<file path="src/rtl/arb_pkg.sv">
// Shared types and helpers for the 4-way round-robin mux arbiter.
package arb_pkg;

    localparam int NREQ = 4;

    typedef enum logic {
        IDLE  = 1'b0,
        GRANT = 1'b1
    } arb_state_t;

    // Requester index to mux select {s1,s0}: 0->a, 1->b, 2->c, 3->d.
    function automatic logic [1:0] idx_to_sel(input logic [1:0] idx);
        return idx;
    endfunction

endpackage

</file>
<file path="src/rtl/mux_4X1.sv">
// Existing shared 4:1 one-bit mux; {s1,s0} selects a/b/c/d.
module mux_4X1 (
    input  logic a,
    input  logic b,
    input  logic c,
    input  logic d,
    input  logic s0,
    input  logic s1,
    output logic y
);

    // Plain select decode.
    always_comb begin
        case ({s1, s0})
            2'b00:   y = a;
            2'b01:   y = b;
            2'b10:   y = c;
            default: y = d;
        endcase
    end

endmodule

</file>
<file path="src/rtl/rr_pick4.sv">
// Combinational round-robin picker: first set req bit at or after start, wrapping.
module rr_pick4
    import arb_pkg::*;
(
    input  logic [NREQ-1:0] req,
    input  logic [1:0]      start,
    output logic            valid,
    output logic [1:0]      idx
);

    // Scan offsets from farthest to nearest so the nearest hit is the last write.
    always_comb begin
        valid = 1'b0;
        idx   = start;
        for (int k = NREQ - 1; k >= 0; k--) begin
            if (req[2'(start + 2'(k))]) begin
                valid = 1'b1;
                idx   = 2'(start + 2'(k));
            end
        end
    end

endmodule

</file>
<file path="src/rtl/mux4_rr_arbiter.sv">
// Round-robin arbiter owning the selects of the shared 4:1 mux.
module mux4_rr_arbiter
    import arb_pkg::*;
#(
    parameter int MAX_HOLD = 8,
    parameter int CNT_W    = 8
) (
    input  logic       clk,
    input  logic       rst,
    input  logic [3:0] req,
    input  logic [3:0] din,
    output logic [3:0] gnt,
    output logic       s0,
    output logic       s1,
    output logic       busy,
    output logic       y
);

    arb_state_t       state;
    // ptr is the last granted index; while in GRANT it is also the owner.
    logic [1:0]       ptr;
    logic [CNT_W-1:0] cnt;
    logic             pick_valid;
    logic [1:0]       pick_idx;
    logic             release_now;
    logic             mux_out;

    // Search always starts just past the last owner, which covers both the
    // idle-entry case and the handoff case (own == ptr while granted).
    rr_pick4 u_pick (
        .req   (req),
        .start (2'(ptr + 2'd1)),
        .valid (pick_valid),
        .idx   (pick_idx)
    );

    assign release_now = !req[ptr] || (cnt == CNT_W'(MAX_HOLD - 1));

    // Single-process FSM with registered grant, selects and busy.
    always_ff @(posedge clk or posedge rst) begin
        if (rst) begin
            state    <= IDLE;
            ptr      <= 2'd3;
            cnt      <= '0;
            gnt      <= '0;
            {s1, s0} <= 2'b00;
            busy     <= 1'b0;
        end else if (state == GRANT && !release_now) begin
            cnt <= cnt + 1'b1;
        end else if (pick_valid) begin
            // New grant or zero-bubble handoff (possibly back to the same owner).
            state    <= GRANT;
            ptr      <= pick_idx;
            cnt      <= '0;
            gnt      <= 4'b0001 << pick_idx;
            {s1, s0} <= idx_to_sel(pick_idx);
            busy     <= 1'b1;
        end else begin
            // Nobody waiting: go idle, selects and ptr keep their last value.
            state <= IDLE;
            cnt   <= '0;
            gnt   <= '0;
            busy  <= 1'b0;
        end
    end

    mux_4X1 u_mux (
        .a  (din[0]),
        .b  (din[1]),
        .c  (din[2]),
        .d  (din[3]),
        .s0 (s0),
        .s1 (s1),
        .y  (mux_out)
    );

    assign y = busy & mux_out;

endmodule

</file>
<file path="config.mk">
export PLATFORM = sky130hd
export DESIGN_NAME = mux4_rr_arbiter
export DESIGN_NICKNAME = d
export VERILOG_FILES = /design/src/rtl/arb_pkg.sv /design/src/rtl/mux_4X1.sv /design/src/rtl/rr_pick4.sv /design/src/rtl/mux4_rr_arbiter.sv
export SDC_FILE = /design/constraint.sdc
export NUM_CORES = 1
export LEC_CHECK = 0
export ABC_AREA = 1
export ABC_CLOCK_PERIOD_IN_PS = 4100
export CORE_UTILIZATION = 55
export DETAILED_ROUTE_END_ITERATION = 8
export PLACE_DENSITY = 0.8
export REMOVE_ABC_BUFFERS = 1
export SLEW_MARGIN = 20
export SYNTH_ARGS = -nofsm -noshare
export SYNTH_HDL_FRONTEND = slang
export SYNTH_SLANG_ARGS = --single-unit
</file>
<file path="constraint.sdc">
create_clock -name clk -period 4.1 [get_ports clk]
set_clock_uncertainty 0.05 [all_clocks]
set_input_delay 0.41 -clock clk [delete_from_list [all_inputs] [get_ports clk]]
set_output_delay 0.41 -clock clk [all_outputs]
set_load 0.01 [all_outputs]
</file>
-- Yosys cells after proc, flatten, opt, wreduce, memory -nomap -nowiden
Index checks and enable logic that the tools add are counted.
- flip-flop bits (word level): 17
- input bits: 10
- word-level logic and storage cells: 50
- add/subtract/negate cells: 5
- order comparisons: 5
- equality and inequality tests: 3
- shift-type cells: 1
- muxes and demuxes: 22
- bitwise logic cells: 2
- reductions and logical operators: 6
- operator list (kind ; number):
    < comparator 2 x 3 -> 1 bit, second input constant ; 5
    binary-select mux 1 bit (select 2 bit) ; 5
    2-to-1 mux 1 bit ; 10
    adder 8 x 1 -> 8 bit, second input constant ; 1
    equality test 8 x 3 -> 1 bit, second input constant ; 1
    2-to-1 mux 2 bit ; 4
    2-to-1 mux 8 bit ; 1
    adder 2 x 1 -> 2 bit, second input constant ; 2
    adder 2 bit, second input constant ; 2
    2-to-1 mux 4 bit ; 1
    left shift 1 x 2 -> 4 bit, first input constant ; 1
    case mux 1 bit (3 select lines) ; 1
    equality test 2 x 1 -> 1 bit, second input constant ; 1
    equality test 2 bit, second input constant ; 1
    logical NOT 1 bit ; 2
    logical NOT 2 bit ; 1
    AND reduction 2 bit ; 1
    bitwise AND 1 bit ; 1
    logical AND 1 bit ; 1
    logical OR 1 bit ; 1
    NOT 1 bit ; 1

-- Logic depth before layout (Yosys ltp)
Gate-level depths: netlist of the first run.
- depth after elaboration: 10
- mapped depth: 13
- gate-level depth less buffers: 12

-- By module
Synthesis of the first run repeated with hierarchy kept, for this count alone.
- cell total of the unflattened synthesis: 168
- area total of the unflattened synthesis: 1134.8 sq um
- by module, submodules not included (module ; instances ; cells each ; area each (sq um) ; seq. area each (sq um)):
    mux4_rr_arbiter ; 1 ; 102 ; 849.6 ; 427.9
    rr_pick4 ; 1 ; 53 ; 234.0 ; 0.0
    mux_4X1 ; 1 ; 13 ; 51.3 ; 0.0

-- Worst setup path before layout of the first run
OpenSTA, ideal clock, no wires.
- path type: register to register
- start: reg ptr[0]
- end: reg s0
- setup time: 0.128 ns
- arrival: 1.390 ns
- setup slack: 2.532 ns
- stages on the path, launching flop included: 11
- period minus slack after synthesis: 1.568 ns
- cells stage by stage: dfstp_2 buf_6 nand2_1 o21ai_2 nand2_2 nand2_2 nand2_2 nor2_8 nor2_4 nand3_2 o21ai_0
- word-level cells in the longest chain between the ends: 9
- elaborated cells between the ends (all ways): 28
- RTL lines (item ; RTL line ; text):
    start: declaration ; mux4_rr_arbiter.sv:21 ; logic [1:0] ptr;
    start signal: assignment ; mux4_rr_arbiter.sv:53 ; ptr <= pick_idx;
    adder 2 x 1 -> 2 bit ; mux4_rr_arbiter.sv:32 ; .start (2'(ptr + 2'd1)),
    adder 2 bit ; rr_pick4.sv:16, rr_pick4.sv:18 ;
    binary-select mux 1 bit (select 2 bit) ; rr_pick4.sv:16 ; if (req[2'(start + 2'(k))]) begin
    2-to-1 mux 1 bit (implied by the code) ; rr_pick4.sv:16 ;
    2-to-1 mux 1 bit (4 in a row) ; rr_pick4.sv:16 ;
    AND reduction 2 bit (no source line) ; n/a ;
    end signal: assignment ; mux4_rr_arbiter.sv:56 ; {s1, s0} <= idx_to_sel(pick_idx);
    end: declaration ; mux4_rr_arbiter.sv:13 ; output logic s0,
Several ways; a longest one is shown, not always the timed one. The select of a mux whose other input is x is not followed.
A chain may end at the register's enable or synchronous reset.

-- Final worst setup path of the first run
- start: in din[1]
- end: out y
- word-level cells in the longest chain between the ends: 2
- RTL lines (item ; RTL line ; text):
    start: declaration ; mux4_rr_arbiter.sv:11 ; input logic [3:0] din,
    case mux 1 bit (3 select lines) ; mux_4X1.sv:14 ; case ({s1, s0})
    bitwise AND 1 bit ; mux4_rr_arbiter.sv:77 ; assign y = busy & mux_out;
    end: declaration ; mux4_rr_arbiter.sv:16 ; output logic y
No other way between the ends.

==> results of run 1 <==
==> state kept, by name, summed over array words and instances (netlist names) <==
signal  flops
state       1
s1          1
s0          1
cnt         8
ptr         2
gnt         4
==> synth_stat cells <==
cell / n
nor2_1: 8
o21ai_0: 5
nor2_2: 2
dfstp_2: 2
and2_4: 1
o21ai_1: 2
nor3_1: 4
nor2_8: 1
buf_6: 1
nand2_2: 5
nand3_2: 2
dfrtp_1: 15
nor2_4: 1
nand3_1: 11
nand2_1: 49
o21ai_2: 4
nand4_1: 1
a21oi_1: 5
nor3_2: 1
ha_1: 1
and3_1: 1
inv_1: 19
inv_2: 3
==> final cells by class <==
cell class                      instances  area (um^2)  share of cell area, %
Clock inverter                          1         5.00                  0.396
Inverter                               22         82.6                   6.54
Sequential cell                        17          428                   33.9
Clock buffer                            3         22.5                   1.78
Tap cell                               25         31.3                   2.48
Multi-Input combinational cell        104          523                   41.4
Timing Repair Buffer                   17          170                   13.5
==> stage by stage <==
step / instances / setup slack [ns]
floorplan: 143 / 2.45
global placement: 185 / 1.97
detailed placement: 185 / 1.94
CTS: 189 / 1.94
global route: 189 / 1.88
finish: 189 / 1.94
==> power groups by stage <==
stage               clock network (mW)  logic, mW  registers (mW)
finish                          0.0904      0.596           0.278
global route                    0.0967      0.669           0.287
CTS                             0.0922      0.597           0.278
detailed placement                   0      0.594           0.280
global placement                     0      0.576           0.279
floorplan                            0      0.421           0.284
==> routing by layer <==
metal	GRT usage, %	vias to the layer above	part of all wire, %
met5	0	-	0
met4	4.24	0	1.2
met3	6.35	4	6.6
met2	36.0	36	44
met1	30.7	436	48
li1	-	495	-
==> how the worst max path moves through the flow <==
stage | startpoint | depth (start not counted) | endpoint
global route | din[1] | 6 | y
CTS | din[1] | 6 | y
finish | din[1] | 6 | y
global placement | din[1] | 6 | y
detailed placement | din[1] | 6 | y
floorplan | ptr[0]$_DFFE_PP1P_ | 9 | s0$_DFFE_PP0P_
==> logic make-up (layout without fill, tap and decap cells) <==
group | count (synthesis) | in the layout | share of synthesized area (%)
buffers and inverters | 23 | 43 | 8.98
and+or+nand+nor | 87 | 87 | 39.8
DFF | 17 | 17 | 41.0
adders and majority gates | 1 | 1 | 1.20
AOI/OAI and AO/OA | 16 | 16 | 9.10
==> summary.txt, run 1 <==
Place
  • Placed instance area: 1230 um^2
  • PortBufs: 17
  • Hpwl dp: between 1.5 and 2 mm
  • Final GP Congestion: 0.946

Worst setup path
  • Crit. End Element: output pin
  • R2r setup slk: around 2.2 ns
  • Critical Path Slowest Stage Cell: clkdlybuf4s50_1
  • Crit path kind: in2out
  • Startpoint class of the critical path: primary input
  • Cells along the critical path: clkdlybuf4s50_1 -> nand2_1 -> nand3_1 -> nand2_1 -> a21oi_1 -> clkdlybuf4s50_1
  • Cell family with most CP delay: buffers and inverters
  • Worst Path Required: roughly 3.6 ns
  • Worst-case reg-to-reg path depth: 9
  • Worst flop-to-flop path startpoint: ptr[0]$_DFFE_PP1P_
  • Reg2reg end: gnt[1]$_DFFE_PP0N_
  • Crit path max fanout: 1
  • Max incr delay on CP: about 0.54 ns
  • CP Data Arrival Time: ~1.7 ns
  • WP buf/inv: 2

Finish
  • Commonest non-fill, non-tap cells in the layout: nand2_1 (49), inv_1 (19), clkdlybuf4s50_1 (17)
  • Area growth, synth to finish: 20.8%
  • Design Area, Final: ~1300 um^2
  • Nets: 176
  • Fraction of layout cells with a size suffix above 1: between 15 and 20%
  • Util after Layout: 72.3%
  • Commonest non-fill, non-tap cell in the layout: nand2_1
  • ANT cells: 0
  • # fillers: ~160

Pwr
  • Seq pwr share: around 29%
  • Internal power: ~0.5 mW
  • Peak supply drop: about 0.54 mV
  • Overall power: about 0.96 mW
  • Power share of the clock group: under 10%
  • Combinational share of power: 61.8%
  • Power Density: between 700 and 800 nW/um^2
  • Leakage: about 0.64 nW
  • Switching share of power: between 40% and 50%
  • Net Switching: 0.467 mW

Detailed routing
  • Post-DR vias/cell: approximately 5.1
  • Pre-antenna DRT Iters: 4
  • Routed Antenna Nets: 0
  • Post-Route WL: between 2 and 2.5 mm
  • Vias: a little under 1000
  • DRC Markers: 0
  • Initial DRC count: 34
  • DR WL/cell: between 10 and 15 um

Global route
  • Vias in the first global route: just over 800
  • Initial antenna violation count: 0
  • Total GRT Usage: between 20 and 25%
  • GRT overflow: 0
  • First-pass GRT wire length: roughly 3.4 mm
  • Largest net degree at the start of global routing: 18

Synthesis
  • Synth top area share: a little over a third
  • Register area share after synthesis: between 40% and 50%
  • Seq cells post-synth: 17
  • Post-synth top area cell: dfrtp_1
  • Synthesized instance count: about 140
  • Top cells by area, synth: dfrtp_1 (36%), nand2_1 (18%), inv_1 (6.8%)
  • Mean Syn Cell Area: about 7.3 um^2
  • Synthesized area: 1040 um^2
  • Library cells used by synthesis: 23
  • Yosys warns: 0

Clock network
  • Clk_lat worst skew: roughly 0.30 ns
  • TritonCTS clock tree: done
  • Num CTS Buffers: 3
  • Maximum level of the CTS H-tree: 1
  • Clock Sinks: 17
  • CTS hold repair buffers: 0
  • Cts repair resizes: 0
  • Setup Buffers After CTS: 0
  • CTS Root Cell: clkbuf_4
  • Clk buf depth: 2
  • Clock transition at the registers of the reported paths: 0.10 ns

STA
  • Final setup vio count: 0
  • Fmax: 0.463 GHz
  • Hold_ws: 0.432 ns
  • Fin crit share: approximately 53%
  • Slew Viols, Final: 0
  • Final min period: approximately 2.2 ns
  • TNS Setup: 0 ns
  • Worst-Margin Slew: ~0.64 ns
  • Slew HR: 57.4%
  • Count of final hold-check violations: 0
  • RSZ-0062 raised after global routing: no

Run status
  • Status: finished, final reports clean

Floorplanning
  • Die footprint: between 2000 and 2500 um^2
  • Core footprint: roughly 1700 um^2
  • Die Y: 45.6 um
  • Row count: 15
  • Die W: between 40 and 50 um
  • I/O pins: 18
  • Starting Density: between 50% and 60%

Run
  • Max-Cap Viols: 0

Min path
  • Hold/Removal Path Class: in2async
Power figures use the tool's default switching activity.
==> run 2, diff against run 1 <==
--- a/config.mk
+++ b/config.mk
@@ -6,10 +6,10 @@
 export NUM_CORES = 1
 export LEC_CHECK = 0
 export ABC_AREA = 1
-export ABC_CLOCK_PERIOD_IN_PS = 4100
-export CORE_UTILIZATION = 55
+export ABC_CLOCK_PERIOD_IN_PS = 2100
+export CORE_UTILIZATION = 51
 export DETAILED_ROUTE_END_ITERATION = 8
-export PLACE_DENSITY = 0.8
+export PLACE_DENSITY = 0.74
 export REMOVE_ABC_BUFFERS = 1
 export SLEW_MARGIN = 20
 export SYNTH_ARGS = -nofsm -noshare
==> constraint.sdc (replaced) <==
create_clock -name clk -period 2.1 [get_ports clk]
set_clock_uncertainty 0.05 [all_clocks]
set_input_delay 0.21 -clock clk [delete_from_list [all_inputs] [get_ports clk]]
set_output_delay 0.21 -clock clk [all_outputs]
set_load 0.01 [all_outputs]
==> summary.txt, run 2 (synthesis results as in run 1) <==
Run status
  • Status: finished, final reports clean

Worst setup path
  • Max incr delay on CP: 0.55 ns (about the same)
  • Startpoint class of the critical path: flip-flop
  • Crit. End Element: output pin
  • Critical Path Slowest Stage Cell: clkdlybuf4s50_1
  • Worst Path Required: 1.84 ns (-1.80 ns)
  • CP Data Arrival Time: 1.66 ns (-0.04 ns)
  • Crit path kind: reg2out
  • Crit path max fanout: 4 (+3)
  • R2r setup slk: 0.34 ns (-1.85 ns)
  • CP most frequent cell: nand2_1
  • Cells along the critical path: inv_1 -> nand2_1 -> nand3_1 -> nand2_1 -> a21oi_1 -> clkdlybuf4s50_1

Clock network
  • CTS Root Cell: clkbuf_4
  • Clock transition at the registers of the reported paths: 0.09 ns (about the same)
  • Maximum level of the CTS H-tree: 1 (unchanged)
  • Num CTS Buffers: 3 (unchanged)
  • Clk buf depth: 2 (unchanged)
  • TritonCTS clock tree: done
  • Clock Sinks: 17 (unchanged)
  • Cts repair resizes: 0 (unchanged)
  • Setup Buffers After CTS: 0 (unchanged)
  • CTS hold repair buffers: 0 (unchanged)
  • Clk_lat worst skew: 0.29 ns (about the same)

Floorplanning
  • Row count: 16 (+1)
  • Die footprint: 2230 um^2 (+7.5%)
  • Die Y: 47.3 um (+3.7%)
  • Core footprint: 1940 um^2 (+11%)
  • Die W: 47.3 um (+3.7%)
  • I/O pins: 18 (unchanged)
  • Starting Density: 53.8% (-6.1 points)

Place
  • PortBufs: 17 (unchanged)
  • Final GP Congestion: 0.839 (-11%)
  • Hpwl dp: 1.70 mm (+4.5%)

Global route
  • Largest net degree at the start of global routing: 18 (unchanged)
  • Total GRT Usage: 21.3% (-1.3 points)
  • GRT overflow: 0 (unchanged)
  • Routing usage on met3: 6.92% (+0.57 points)
  • Met1 Usage GRT: 26.8% (-4.0 points)
  • Busiest grt layer: met2
  • GR Util met2: 35.9% (-0.11 points)
  • Vias in the first global route: 813 (-1.9%)
  • First-pass GRT wire length: 3.32 mm (-1.0%)
  • Initial antenna violation count: 0 (unchanged)

Finish
  • ANT cells: 0 (unchanged)
  • Fraction of layout cells with a size suffix above 1: 15.8% (-0.096 points)
  • # fillers: 177 (+14%)
  • Max FFs per register: 8 (unchanged)
  • Commonest non-fill, non-tap cell in the layout: nand2_1
  • Nets: 177 (+0.57%)
  • Commonest non-fill, non-tap cells in the layout: nand2_1 (49), inv_1 (19), clkdlybuf4s50_1 (17)
  • Largest regs: cnt x8, gnt x4, ptr x2
  • Area growth, synth to finish: 21.7%
  • Biggest register: cnt

Detailed routing
  • DRC Markers: 0 (unchanged)
  • Initial DRC count: 38 (+12%)
  • Post-DR vias/cell: 4.93 (-4.1%)
  • Routed Antenna Nets: 0 (unchanged)
  • Post-Route WL: 2.07 mm (-1.9%)
  • Pre-antenna DRT Iters: 4 (unchanged)
  • Vias: 946 (-2.6%)
  • DR WL/cell: 10.8 um (-3.4%)

STA
  • Final setup vio count: 0 (unchanged)
  • Fmax: between 0.5 and 0.6 GHz
  • Slew Viols, Final: 0 (unchanged)
  • Final min period: between 1.5 and 2 ns
  • Hold_ws: 0.242 ns (-0.190 ns)
  • Worst-Margin Slew: 0.620 ns (-0.0174 ns)
  • Count of final hold-check violations: 0 (unchanged)
  • Fin crit share: between 90% and 100%
  • TNS Setup: 0 ns (unchanged)
  • RSZ-0062 raised after global routing: no
  • Slew HR: 58.6% (+1.2 points)

Run
  • Max-Cap Viols: 0 (unchanged)

Pwr
  • Overall power: 1.88 mW (+95%)
  • Peak supply drop: 1.20 mV (+120%)
  • Power Density: 1480 nW/um^2 (+94%)
  • Leakage: 0.643 nW (+0.33%)

Min path
  • Hold/Removal Path Class: in2async
run 2: cell types whose count changed in the layout (fill, tap and decap cells not counted), sizes merged:
cell | before | now
buf | 0 | 1
clkbuf | 3 | 4
clkinv | 1 | 0
run 2: per-layer routing:
layer / part of all wire [%] / routed length (um) / vias to the layer above
li1: - / - / 493
met1: 45 / 940 / 437
met2: 51 / 1070 / 14
met3: 2.6 / 54 / 2
met4: 0.43 / 9 / 0
met5: 0 / 0 / -
run 2: metrics by stage:
stage | cells | area (um^2) | setup slack [ns] | util, %
global placement | 188 | 1240 | 0.340 | 64.1
finish | 192 | 1270 | 0.181 | 65.5
CTS | 192 | 1270 | 0.150 | 65.5
global route | 192 | 1270 | 0.0462 | 65.5
floorplan | 143 | 1030 | 0.453 | -
detailed placement | 188 | 1240 | 0.302 | 64.1
run 2: power by group:
group          internal [mW]  total (mW)  switching [mW]
registers              0.445       0.534          0.0899
logic                  0.468        1.17           0.706
clock network         0.0739       0.172          0.0984
run 2: critical path, delay by kind of cell, from the launching register on:
kind | cells | cell delay, ns
buffers and inverters | 2 | 0.67
AOI/OAI and AO/OA | 1 | 0.11
and+or+nand+nor | 3 | 0.17
DFF | 1 | 0.42
run 2: final timing paths:
| check | startpoint | endpoint | cells past startpoint |
|---|---|---|---|
| max in group asynchronous | rst | state$_DFFE_PP0N_ | 2 |
| worst min-delay path | rst | cnt[2]$_DFF_PP0_ | 2 |
| worst max-delay path | s0$_DFFE_PP0P_ | y | 6 |
| worst min register to register | gnt[0]$_DFFE_PP0N_ | gnt[0]$_DFFE_PP0N_ | 2 |
| min in group clk | gnt[0]$_DFFE_PP0N_ | gnt[0]$_DFFE_PP0N_ | 2 |
| worst max register to register | ptr[0]$_DFFE_PP1P_ | s0$_DFFE_PP0P_ | 9 |
run 2: final cells by class:
cell class | instances | area [um^2] | area share [%]
Multi-Input combinational cell | 104 | 523 | 41.1
Sequential cell | 17 | 428 | 33.7
Clock buffer | 4 | 26.3 | 2.07
Timing Repair Buffer | 18 | 178 | 14.0
Tap cell | 27 | 33.8 | 2.66
Inverter | 22 | 82.6 | 6.50
==> run 3, diff against run 2 <==
--- a/config.mk
+++ b/config.mk
@@ -7,11 +7,13 @@
 export LEC_CHECK = 0
 export ABC_AREA = 1
 export ABC_CLOCK_PERIOD_IN_PS = 2100
-export CORE_UTILIZATION = 51
+export CORE_UTILIZATION = 54
+export CTS_BUF_LIST = sky130_fd_sc_hd__clkbuf_8
 export DETAILED_ROUTE_END_ITERATION = 8
-export PLACE_DENSITY = 0.74
+export PLACE_DENSITY = 0.78
 export REMOVE_ABC_BUFFERS = 1
 export SLEW_MARGIN = 20
 export SYNTH_ARGS = -nofsm -noshare
 export SYNTH_HDL_FRONTEND = slang
 export SYNTH_SLANG_ARGS = --single-unit
+export TNS_END_PERCENT = 30
==> summary.txt, run 3 (synthesis results as in run 1) <==
Run status
  • Status: finished, final reports clean

STA
  • Fin crit share: 89.2% (-2.2 points)
  • Final setup vio count: 0 (unchanged)
  • RSZ-0062 raised after global routing: no
  • TNS Setup: 0 ns (unchanged)
  • Slew Viols, Final: 0 (unchanged)
  • Worst-Margin Slew: 0.618 ns (-0.00256 ns)
  • Slew HR: 58.8% (+0.17 points)
  • Fmax: 0.534 GHz (+2.5%)
  • Count of final hold-check violations: 0 (unchanged)
  • Hold_ws: 0.296 ns (+0.0533 ns)
  • Final min period: 1.87 ns (-0.0462 ns)

Worst setup path
  • Startpoint class of the critical path: flip-flop
  • R2r setup slk: 0.32 ns (-0.02 ns)
  • Crit path max fanout: 4 (unchanged)
  • Crit. Startpoint: s0$_DFFE_PP0P_
  • Crit path kind: reg2out
  • Worst flop-to-flop path startpoint: ptr[0]$_DFFE_PP1P_
  • CP Data Arrival Time: 1.61 ns (-0.05 ns)
  • Worst Path Required: 1.84 ns (about the same)
  • Crit. End Element: output pin

Finish
  • Largest regs: cnt x8, gnt x4, ptr x2
  • Biggest register: cnt
  • Non-filler cells, final: 190 (-1.0%)
  • Commonest non-fill, non-tap cells in the layout: nand2_1 (49), inv_1 (19), clkdlybuf4s50_1 (17)
  • Design Area, Final: 1290 um^2 (+1.4%)
  • Nets: 177 (unchanged)
  • Area growth, synth to finish: 23.4%
  • Fraction of layout cells with a size suffix above 1: 16.4% (+0.61 points)
  • Max FFs per register: 8 (unchanged)
  • ANT cells: 0 (unchanged)
  • Commonest non-fill, non-tap cell in the layout: nand2_1

Clock network
  • Maximum level of the CTS H-tree: 1 (unchanged)
  • Cts repair resizes: 0 (unchanged)
  • TritonCTS clock tree: done
  • Clk buf depth: 2 (unchanged)
  • CTS Root Cell: clkbuf_8
  • Clock transition at the registers of the reported paths: 0.07 ns (-0.02 ns)
  • Setup Buffers After CTS: 0 (unchanged)
  • Num CTS Buffers: 3 (unchanged)
  • Clock Sinks: 17 (unchanged)
  • Clk_lat worst skew: 0.25 ns (-0.04 ns)
  • CTS hold repair buffers: 0 (unchanged)

Detailed routing
  • Initial DRC count: 24 (-37%)
  • Post-DR vias/cell: 4.95 (+0.41%)
  • Vias: 940 (-0.63%)
  • DR WL/cell: 11.4 um (+5.6%)
  • Post-Route WL: 2.17 mm (+4.5%)
  • Routed Antenna Nets: 0 (unchanged)
  • Pre-antenna DRT Iters: 6 (+2)
  • DRC Markers: 0 (unchanged)

Global route
  • Initial antenna violation count: 0 (unchanged)
  • GRT overflow: 0 (unchanged)
  • Largest net degree at the start of global routing: 18 (unchanged)
  • Total GRT Usage: 23.6% (+2.3 points)
  • First-pass GRT wire length: 3.51 mm (+5.8%)
  • Vias in the first global route: 853 (+4.9%)

Place
  • PortBufs: 17 (unchanged)
  • Hpwl dp: 1.70 mm (+0.36%)
  • Final GP Congestion: 0.919 (+9.4%)
  • Placed instance area: 1240 um^2 (-0.20%)
  • Placed cell count: 186 (-1.1%)

Pwr
  • Leakage: 0.653 nW (+1.6%)
  • Power Density: 1530 nW/um^2 (+3.4%)
  • Peak supply drop: 1.24 mV (+2.9%)

Floorplanning
  • Die footprint: 2110 um^2 (-5.3%)
  • I/O pins: 18 (unchanged)
  • Row count: 15 (-1)
  • Starting Density: 59.2% (+5.4 points)
  • Die Y: 46.0 um (-2.7%)
  • Core footprint: 1760 um^2 (-9.1%)
  • Die W: 46.0 um (-2.7%)

Min path
  • Hold/Removal Path Class: in2async

Run
  • Max-Cap Viols: 0 (unchanged)
run 3: changes by cell type in the layout (fill, tap and decap cells not counted), sizes merged:
cell / delta
clkbuf: -1
clkinv: +1
run 3: layout make-up:
type                    instances  area (um^2)
multi-input cells             104          523
fillers                       154          475
flip-flops and latches         17          428
repair buffers                 18          178
inverters                      22         82.6
clock buffers                   3         41.3
well taps                      25         31.3
clock inverters                 1         5.00
run 3: metal layers:
layer | global-route usage (%) | wire [um] | vias up | part of all wire [%]
met1 | 34.4 | 1090 | 423 | 51
li1 | - | - | 495 | -
met3 | 7.14 | 107 | 0 | 4.9
met2 | 36.1 | 964 | 22 | 45
met4 | 1.76 | 0 | 0 | 0
met5 | 0 | 0 | - | 0
run 3: through the flow:
step / power [mW] / setup WS (ns) / utilization, %
global placement: 1.69 / 0.352 / 70.4
detailed placement: 1.73 / 0.296 / 70.4
global route: 2.15 / 0.168 / 73.0
floorplan: 1.38 / 0.453 / -
finish: 1.97 / 0.227 / 73.0
CTS: 1.98 / 0.215 / 73.0
run 3: worst max-delay path: stages, from the launching register on:
cell	delay, ns
dfrtp_1	0.42
inv_1	0.12
nand2_1	0.07
nand3_1	0.06
nand2_1	0.05
a21oi_1	0.11
clkdlybuf4s50_1	0.55
run 3: final timing paths:
kind,to,cells past startpoint
setup / recovery,y,6
hold / removal,gnt[3]$_DFFE_PP0N_,2
setup reg to reg,s0$_DFFE_PP0P_,8
hold reg to reg,cnt[0]$_DFF_PP0_,1
max in group asynchronous,cnt[6]$_DFF_PP0_,2
min in group clk,cnt[0]$_DFF_PP0_,1
run 3: report_power, final:
part | internal [mW] | switching, mW | total, mW
combinational | 0.468 | 0.734 | 1.20
clock | 0.132 | 0.109 | 0.240
sequential | 0.445 | 0.0848 | 0.530
